<file path="config.mk">
export PLATFORM = sky130hd
export DESIGN_NAME = mmio_reduce_fifo_flat
export DESIGN_NICKNAME = d
export VERILOG_FILES = /design/src/rtl/mmio_reduce_fifo_pkg.sv /design/src/rtl/mmio_reduce_fifo_if.sv /design/src/rtl/mmio_reduce_fifo_sync_fifo.sv /design/src/rtl/mmio_reduce_fifo.sv /design/src/flat_wrapper.sv
export SDC_FILE = /design/constraint.sdc
export NUM_CORES = 1
export LEC_CHECK = 0
export ABC_CLOCK_PERIOD_IN_PS = 5000
export BUFFER_PORTS_ARGS = -buffer_cell sky130_fd_sc_hd__buf_2
export CAP_MARGIN = 0
export CORE_ASPECT_RATIO = 0.6
export CORE_MARGIN = 4
export CORE_UTILIZATION = 40
export CTS_CLUSTER_SIZE = 25
export DETAILED_ROUTE_END_ITERATION = 6
export GPL_ROUTABILITY_DRIVEN = 0
export GPL_TIMING_DRIVEN = 1
export PLACE_DENSITY_LB_ADDON = 0.1
export SYNTH_ARGS = -nofsm -noshare
export SYNTH_HDL_FRONTEND = slang
export SYNTH_SLANG_ARGS = --single-unit
</file>
<file path="constraint.sdc">
create_clock -name CLK -period 5 [get_ports CLK]
set_input_delay 1 -clock CLK [delete_from_list [all_inputs] [get_ports CLK]]
set_output_delay 1 -clock CLK [all_outputs]
set_load 0.01 [all_outputs]
</file>
<file path="src/rtl/mmio_reduce_fifo_pkg.sv">
// Shared constants for the register-mapped reduction engine: register map,
// operator encodings and the sticky error record.
package mmio_reduce_pkg;

  localparam int unsigned ADDR_STATUS    = 32'h0;
  localparam int unsigned ADDR_OUT_DATA  = 32'h1;
  localparam int unsigned ADDR_MODE      = 32'h2;
  localparam int unsigned ADDR_OUT_COUNT = 32'h3;
  localparam int unsigned ADDR_CTRL      = 32'h4;
  localparam int unsigned ADDR_ERR       = 32'h5;
  localparam int unsigned ADDR_PUSH_BASE = 32'h8;

  typedef enum logic [1:0] {
    OP_OR  = 2'd0,
    OP_AND = 2'd1,
    OP_XOR = 2'd2,
    OP_ADD = 2'd3
  } op_e;

  typedef struct packed {
    logic underflow;
    logic overflow;
  } err_t;

endpackage

</file>
<file path="src/rtl/mmio_reduce_fifo_if.sv">
// Peripheral write/read bus shared by the reduction engine and its host.
interface mmio_reduce_fifo_if #(
  parameter int AW = 4,
  parameter int DW = 8
) ();

  logic [AW-1:0] write_address;
  logic [DW-1:0] write_data;
  logic          write_en;
  logic          write_rdy;
  logic [AW-1:0] read_address;
  logic          read_en;
  logic [DW-1:0] read_data;
  logic          read_valid;
  logic          read_rdy;

  modport master (
    output write_address, write_data, write_en, read_address, read_en,
    input  write_rdy, read_data, read_valid, read_rdy
  );

  modport slave (
    input  write_address, write_data, write_en, read_address, read_en,
    output write_rdy, read_data, read_valid, read_rdy
  );

endinterface

</file>
<file path="src/rtl/mmio_reduce_fifo_sync_fifo.sv">
// Single-clock FIFO with count-based full/empty and a synchronous clear that
// beats any same-edge push or pop.
module sync_fifo #(
  parameter  int DW    = 8,
  parameter  int DEPTH = 4,
  localparam int CW    = $clog2(DEPTH) + 1
) (
  input  logic          CLK,
  input  logic          RST_N,
  input  logic          clr,
  input  logic          push,
  input  logic          pop,
  input  logic [DW-1:0] din,
  output logic [DW-1:0] dout,
  output logic          full,
  output logic          empty,
  output logic [CW-1:0] count
);

  localparam int PW = $clog2(DEPTH);

  logic [DW-1:0] mem_q [DEPTH];
  logic [PW-1:0] wr_ptr_q, wr_ptr_d;
  logic [PW-1:0] rd_ptr_q, rd_ptr_d;
  logic [CW-1:0] count_q, count_d;
  logic          do_push, do_pop;

  // Full is judged on the pre-edge count, so a push at DEPTH is refused even
  // when a pop happens on the same edge.
  assign full    = (count_q == CW'(DEPTH));
  assign empty   = (count_q == '0);
  assign count   = count_q;
  assign dout    = mem_q[rd_ptr_q];
  assign do_push = push && !full && !clr;
  assign do_pop  = pop && !empty && !clr;

  always_comb begin
    // NOTE: every signal written here gets a default first, so no path can
    // leave it unassigned and infer a latch.
    wr_ptr_d = wr_ptr_q;
    rd_ptr_d = rd_ptr_q;
    count_d  = count_q;
    if (clr) begin
      wr_ptr_d = '0;
      rd_ptr_d = '0;
      count_d  = '0;
    end else begin
      if (do_push) wr_ptr_d = wr_ptr_q + PW'(1);
      if (do_pop)  rd_ptr_d = rd_ptr_q + PW'(1);
      count_d = count_q + CW'(do_push) - CW'(do_pop);
    end
  end

  // NOTE: state flops use non-blocking assignments so every flop samples
  // pre-edge values regardless of statement order.
  always_ff @(posedge CLK or negedge RST_N) begin
    if (!RST_N) begin
      wr_ptr_q <= '0;
      rd_ptr_q <= '0;
      count_q  <= '0;
    end else begin
      wr_ptr_q <= wr_ptr_d;
      rd_ptr_q <= rd_ptr_d;
      count_q  <= count_d;
    end
  end

  // NOTE: storage is deliberately not reset; an entry is only observable once
  // the count says it was written.
  always_ff @(posedge CLK) begin
    if (do_push) mem_q[wr_ptr_q] <= din;
  end

endmodule

</file>
<file path="src/rtl/mmio_reduce_fifo.sv">
// N-channel reduction engine: software fills NCH input FIFOs, matched entries
// are combined with the MODE operator and queued for software to read back.
module mmio_reduce_fifo
  import mmio_reduce_pkg::*;
#(
  parameter int NCH       = 2,
  parameter int DW        = 8,
  parameter int IN_DEPTH  = 4,
  parameter int OUT_DEPTH = 4,
  parameter int AW        = 4
) (
  input  logic               CLK,
  input  logic               RST_N,
  mmio_reduce_fifo_if.slave  bus
);

  localparam int ICW = $clog2(IN_DEPTH) + 1;
  localparam int OCW = $clog2(OUT_DEPTH) + 1;

  logic [DW-1:0]  in_dout [NCH];
  logic [ICW-1:0] in_count [NCH];
  logic [NCH-1:0] in_full, in_empty, in_push, in_at_depth;
  logic [DW-1:0]  out_dout;
  logic [OCW-1:0] out_count;
  logic           out_full, out_empty, out_pop;

  logic           flush, fire, wr_mode, rd_out, rd_err, overflow, underflow;
  logic [DW-1:0]  result;

  op_e            mode_q, mode_d;
  err_t           err_q, err_d;
  logic [DW-1:0]  read_data_q, read_data_d;
  logic           read_valid_q, read_valid_d;

  assign bus.write_rdy  = 1'b1;
  assign bus.read_rdy   = 1'b1;
  assign bus.read_data  = read_data_q;
  assign bus.read_valid = read_valid_q;

  assign flush     = bus.write_en && (bus.write_address == AW'(ADDR_CTRL)) && bus.write_data[0];
  assign wr_mode   = bus.write_en && (bus.write_address == AW'(ADDR_MODE));
  assign rd_out    = bus.read_en && (bus.read_address == AW'(ADDR_OUT_DATA));
  assign rd_err    = bus.read_en && (bus.read_address == AW'(ADDR_ERR));
  assign out_pop   = rd_out && !out_empty;
  assign underflow = rd_out && out_empty;
  assign overflow  = |(in_push & in_at_depth);
  assign fire      = !(|in_empty) && !out_full;

  for (genvar i = 0; i < NCH; i++) begin : g_in
    assign in_push[i]     = bus.write_en && (bus.write_address == AW'(ADDR_PUSH_BASE + i));
    assign in_at_depth[i] = (in_count[i] == ICW'(IN_DEPTH));

    sync_fifo #(.DW(DW), .DEPTH(IN_DEPTH)) u_in_fifo (
      .CLK   (CLK),
      .RST_N (RST_N),
      .clr   (flush),
      .push  (in_push[i]),
      .pop   (fire),
      .din   (bus.write_data),
      .dout  (in_dout[i]),
      .full  (in_full[i]),
      .empty (in_empty[i]),
      .count (in_count[i])
    );
  end

  sync_fifo #(.DW(DW), .DEPTH(OUT_DEPTH)) u_out_fifo (
    .CLK   (CLK),
    .RST_N (RST_N),
    .clr   (flush),
    .push  (fire),
    .pop   (out_pop),
    .din   (result),
    .dout  (out_dout),
    .full  (out_full),
    .empty (out_empty),
    .count (out_count)
  );

  always_comb begin
    result = in_dout[0];
    for (int i = 1; i < NCH; i++) begin
      case (mode_q)
        OP_OR:  result = result | in_dout[i];
        OP_AND: result = result & in_dout[i];
        OP_XOR: result = result ^ in_dout[i];
        OP_ADD: result = result + in_dout[i];
      endcase
    end
  end

  always_comb begin
    mode_d = mode_q;
    if (wr_mode) mode_d = op_e'(bus.write_data[1:0]);

    // A read clears ERR, but an error raised on the same edge survives it.
    err_d = rd_err ? '0 : err_q;
    err_d.overflow  = err_d.overflow  | overflow;
    err_d.underflow = err_d.underflow | underflow;

    read_valid_d = bus.read_en;
    read_data_d  = read_data_q;
    if (bus.read_en) begin
      read_data_d = '0;
      case (bus.read_address)
        AW'(ADDR_STATUS): begin
          read_data_d[NCH-1:0] = ~in_full;
          read_data_d[NCH]     = ~out_empty;
        end
        AW'(ADDR_OUT_DATA):  read_data_d = out_empty ? '0 : out_dout;
        AW'(ADDR_MODE):      read_data_d = DW'(mode_q);
        AW'(ADDR_OUT_COUNT): read_data_d = DW'(out_count);
        AW'(ADDR_ERR):       read_data_d = DW'(err_q);
        default:             read_data_d = '0;
      endcase
    end
  end

  always_ff @(posedge CLK or negedge RST_N) begin
    if (!RST_N) begin
      mode_q       <= OP_OR;
      err_q        <= '0;
      read_data_q  <= '0;
      read_valid_q <= 1'b0;
    end else begin
      mode_q       <= mode_d;
      err_q        <= err_d;
      read_data_q  <= read_data_d;
      read_valid_q <= read_valid_d;
    end
  end

endmodule

</file>
<file path="src/flat_wrapper.sv">
// flat-port wrapper written by rule: the top's interface ports become plain ports
module mmio_reduce_fifo_flat import mmio_reduce_pkg::*;
#(
  parameter int NCH       = 2,
  parameter int DW        = 8,
  parameter int IN_DEPTH  = 4,
  parameter int OUT_DEPTH = 4,
  parameter int AW        = 4
)
  (CLK, RST_N, bus_write_address, bus_write_data, bus_write_en, bus_read_address, bus_read_en, bus_write_rdy, bus_read_data, bus_read_valid, bus_read_rdy);
  mmio_reduce_fifo_if #(.AW(AW), .DW(DW)) bus_i ();
  input  logic CLK;
  input  logic RST_N;
  input wire logic [$bits(bus_i.write_address)-1:0] bus_write_address;
  input wire logic [$bits(bus_i.write_data)-1:0] bus_write_data;
  input wire logic [$bits(bus_i.write_en)-1:0] bus_write_en;
  input wire logic [$bits(bus_i.read_address)-1:0] bus_read_address;
  input wire logic [$bits(bus_i.read_en)-1:0] bus_read_en;
  output wire logic [$bits(bus_i.write_rdy)-1:0] bus_write_rdy;
  output wire logic [$bits(bus_i.read_data)-1:0] bus_read_data;
  output wire logic [$bits(bus_i.read_valid)-1:0] bus_read_valid;
  output wire logic [$bits(bus_i.read_rdy)-1:0] bus_read_rdy;
  assign bus_i.write_address = bus_write_address;
  assign bus_i.write_data = bus_write_data;
  assign bus_i.write_en = bus_write_en;
  assign bus_i.read_address = bus_read_address;
  assign bus_i.read_en = bus_read_en;
  assign bus_write_rdy = bus_i.write_rdy;
  assign bus_read_data = bus_i.read_data;
  assign bus_read_valid = bus_i.read_valid;
  assign bus_read_rdy = bus_i.read_rdy;
  mmio_reduce_fifo #(.NCH(NCH), .DW(DW), .IN_DEPTH(IN_DEPTH), .OUT_DEPTH(OUT_DEPTH), .AW(AW)) u_core (.CLK(CLK), .RST_N(RST_N), .bus(bus_i));
endmodule
</file>
==> metrics.yaml <==
synthesis:
  post-synth-top-area-cell: "edfxtp_1"
  synth.most_common_cell: "edfxtp_1"
  synth_area_leaders: "edfxtp_1, dfrtp_1, mux4_2, ha_1, inv_1"
  synth_top_family_by_area: "multiplexers"
  synth_adder_area_share_pct: 8.31
  syn-cell-area_sq_mm: 0.00608
  ys_ff_latch: 130
  synth_xor_area_share_pct: 2.16
  synth_compound_gate_area_share_pct: 5.18
  synth_simple_gate_area_share_pct: 7.57
  synth_common_cells: "edfxtp_1, inv_1, dfrtp_1, ha_1, mux4_2"
  ys.flop_type: "edfxtp_1"
  synth_cells: 417
  synth.distinct_cells: 45
  muxShareOfSynthArea_pct: 11.1
  synth-seq-area-share_pct: 61.4
  synth_edf_count: 96
  syn_avg_cell_area_sq_um: 14.6
  synth_top_area_share_pct: 47.4
  ys_warn_count: 0
  ys_async_sr_fraction_pct: 26.2
flow_run:
  maxCapViolations: 0
floorplanning:
  die_area_sq_mm: 0.0173
  die_w_um: 167
  rows: 34
  initial_core_util_pct: 41.5
  die_y_um: 104
  pin_count: 31
  core_area_sq_mm: 0.0147
outcome:
  status: "finished clean"
sta:
  tightestPinTransition_ns: 0.857
  finalHoldViolCount: 0
  fin_skew_ns: 0.00942
  timing.final.max_slew_violations: 0
  setup_violations: 0
  rsz0062_at_grt: "no"
  fin_setup_tns_ns: 0
  fin_crit_ns: 3.25
  max_freq_mhz: 308
  max_slew_margin_pct: 42.9
  period_share_pct: 65.0
global_routing:
  grt_usage_pct: 15.2
  grt_max_degree: 35
  first_global_vias: 3447
  overflow: 0
  grt_pass1_wl_um: 20000
  antenna_found_initial: 0
power_and_ir_drop:
  powerDensity_mw_per_mm2: 639
  p_seq_share_pct: 39.1
  comb_power_share_pct: 33.4
  p_clk_share_pct: 27.5
  vdd.ir_drop.worst_mv: 0.294
  switching_share_pct: 34.3
  internal_power_mw: 2.93
  p_sw_mw: 1.53
  leakage_nw: 2.70
cts:
  cts_sinks: 130
  cts_htree_levels: 4
  clockBufferDepth: 2
  cts_tree: "built"
  insertion_delay_ns: 0.41
  cts-root-buf: "clkbuf_16"
  clkSlewWorstSetupHoldPaths_ns: 0.06
  cts_hold_buf: 0
  postCtsSetupBuffers: 0
  numCtsBuffers: 17
  ctsResizeCount: 0
route:
  vias: 3376
  route.met3.wl_um: 482
  top_layer: "met4"
  wirelength_um: 12300
  wl_met1_um: 6500
  viasPerCell: 5.12
  ant_nets: 0
  drc: 0
  drtIter0Drc: 223
  wl_per_cell_um: 18.7
  wl_met2_um: 5200
  firstDrtPassIters: 4
worst_setup_path:
  cpPeakStageDelay_ns: 0.78
  worst-path-max-fanout: 10
  cpMostUsedCell: "a21oi_1"
  cpMaxStageDelayCell: "dfrtp_1"
  crit_path_cell_trace: "mux4_2, ha_1, fa_1, a21oi_1, o21ai_0, mux2i_1, a21oi_1"
  crit_type: "reg -> reg"
  required_ns: 5.19
  cp-end-kind: "flip-flop"
  start_kind: "flip-flop"
  reg2reg_slack_ns: 1.75
  crit_arrival_ns: 3.44
layout:
  area_delta_synth_final_pct: 14.8
  nNetsFinal: 506
  diodes: 0
  fillers: 1300
  fin_util_pct: 47.6
  final_cells: 659
  drive_gt1_share_pct: 19.3
placed_design:
  port_buffers: 28
  placed_cells: 627
  hpwl_um: 8710
hold_path:
  holdCritPathClass: "reg -> reg"
power by group through the flow:
stage	sequential (mW)	combinational, mW	clock [mW]
3_5_place_dp	1.77	1.50	0
3_3_place_gp	1.76	1.47	0
2_1_floorplan	1.59	1.26	0
6_report	1.74	1.49	1.23
4_1_cts	1.75	1.51	1.25
5_1_grt	1.79	1.71	1.31
layout make-up:
type | count | area, sq um | share of cell area [%]
inverters | 46 | 173 | 2.47
clock buffers | 17 | 425 | 6.09
clock inverters | 15 | 156 | 2.24
multi-input cells | 224 | 2100 | 30.1
repair buffers | 29 | 148 | 2.11
flip-flops and latches | 130 | 3730 | 53.4
well taps | 198 | 248 | 3.55
per-layer routing:
| layer | vias to the layer above | track usage (%) |
|---|---|---|
| li1 | 1591 | - |
| met1 | 1693 | 23.8 |
| met2 | 80 | 20.5 |
| met3 | 12 | 3.96 |
| met4 | 0 | 4.86 |
| met5 | - | 0 |
layout by cell type, fill, tap and decap left out, types with 3 or more instances in the layout:
cell type	n
nor2b_1	6
fa_1	4
nand4_1	3
o31ai_1	5
o2bb2ai_1	5
buf_2	28
a21oi_1	11
mux2i_1	8
edfxtp_1	96
a211oi_1	3
and2_1	12
inv_6	5
mux2_2	3
o21ai_0	12
nor2_1	23
inv_1	46
xor2_1	6
clkinvlp_4	4
nand3_1	4
mux4_2	25
or3_1	5
ha_1	34
xnor2_1	9
nand2_1	12
dfrtp_1	34
nor3b_1	5
nand2b_1	3
nor3_1	4
clkbuf_16	17
flip-flops by register name (all words and copies together), names as in the netlist:
register	flops
u_core.bus.read_valid	1
u_core.g_in.u_in_fifo.mem_q	64
u_core.g_in.u_in_fifo.rd_ptr_q	4
u_core.u_out_fifo.wr_ptr_q	2
u_core.g_in.u_in_fifo.count	6
u_core.mode_q	2
u_core.u_out_fifo.rd_ptr_q	2
u_core.bus.read_data	8
u_core.u_out_fifo.mem_q	32
u_core.g_in.u_in_fifo.wr_ptr_q	4
u_core.err_q	2
u_core.u_out_fifo.count	3
per-stage QoR:
| step | area, sq um | hold slack [ns] | power [mW] | worst slack [ns] |
|---|---|---|---|---|
| 2_1_floorplan | 6090 | 0.448 | 2.86 | 1.75 |
| 3_3_place_gp | 6400 | 0.469 | 3.24 | 1.54 |
| 3_5_place_dp | 6400 | 0.468 | 3.27 | 1.44 |
| 4_1_cts | 6990 | 0.484 | 4.52 | 1.67 |
| 5_1_grt | 6990 | 0.499 | 4.81 | 1.44 |
| 6_report | 6990 | 0.485 | 4.46 | 1.75 |
worst max-delay path, delay by kind of cell (launching register included):
family | cells | cell delay, ns
muxes | 2 | 0.79
DFF | 1 | 0.78
adders and majority gates | 2 | 0.68
AOI/OAI and AO/OA | 3 | 0.78
cells by family after synthesis:
group           after synthesis
buf+inv                      64
compound gates               48
flops                       130
simple gates                 85
mux                          36
fa+ha+maj                    38
other cells                   1
xor+xnor                     15
final timing paths:
check                      cells past startpoint                              endpoint                                 start
setup reg to reg                               7         u_core.u_out_fifo.mem_q[1][6]  u_core.g_in[0].u_in_fifo.rd_ptr_q[0]
hold reg to reg                                1               u_core.bus.read_data[2]               u_core.bus.read_data[2]
min in group asynchronous                      1               u_core.bus.read_data[3]                                 RST_N
hold / removal                                 1               u_core.bus.read_data[2]               u_core.bus.read_data[2]
setup / recovery                               7         u_core.u_out_fifo.mem_q[1][6]  u_core.g_in[0].u_in_fifo.rd_ptr_q[0]
max in group asynchronous                      1  u_core.g_in[0].u_in_fifo.rd_ptr_q[1]                                 RST_N
(Power assumes the default switching activity.)
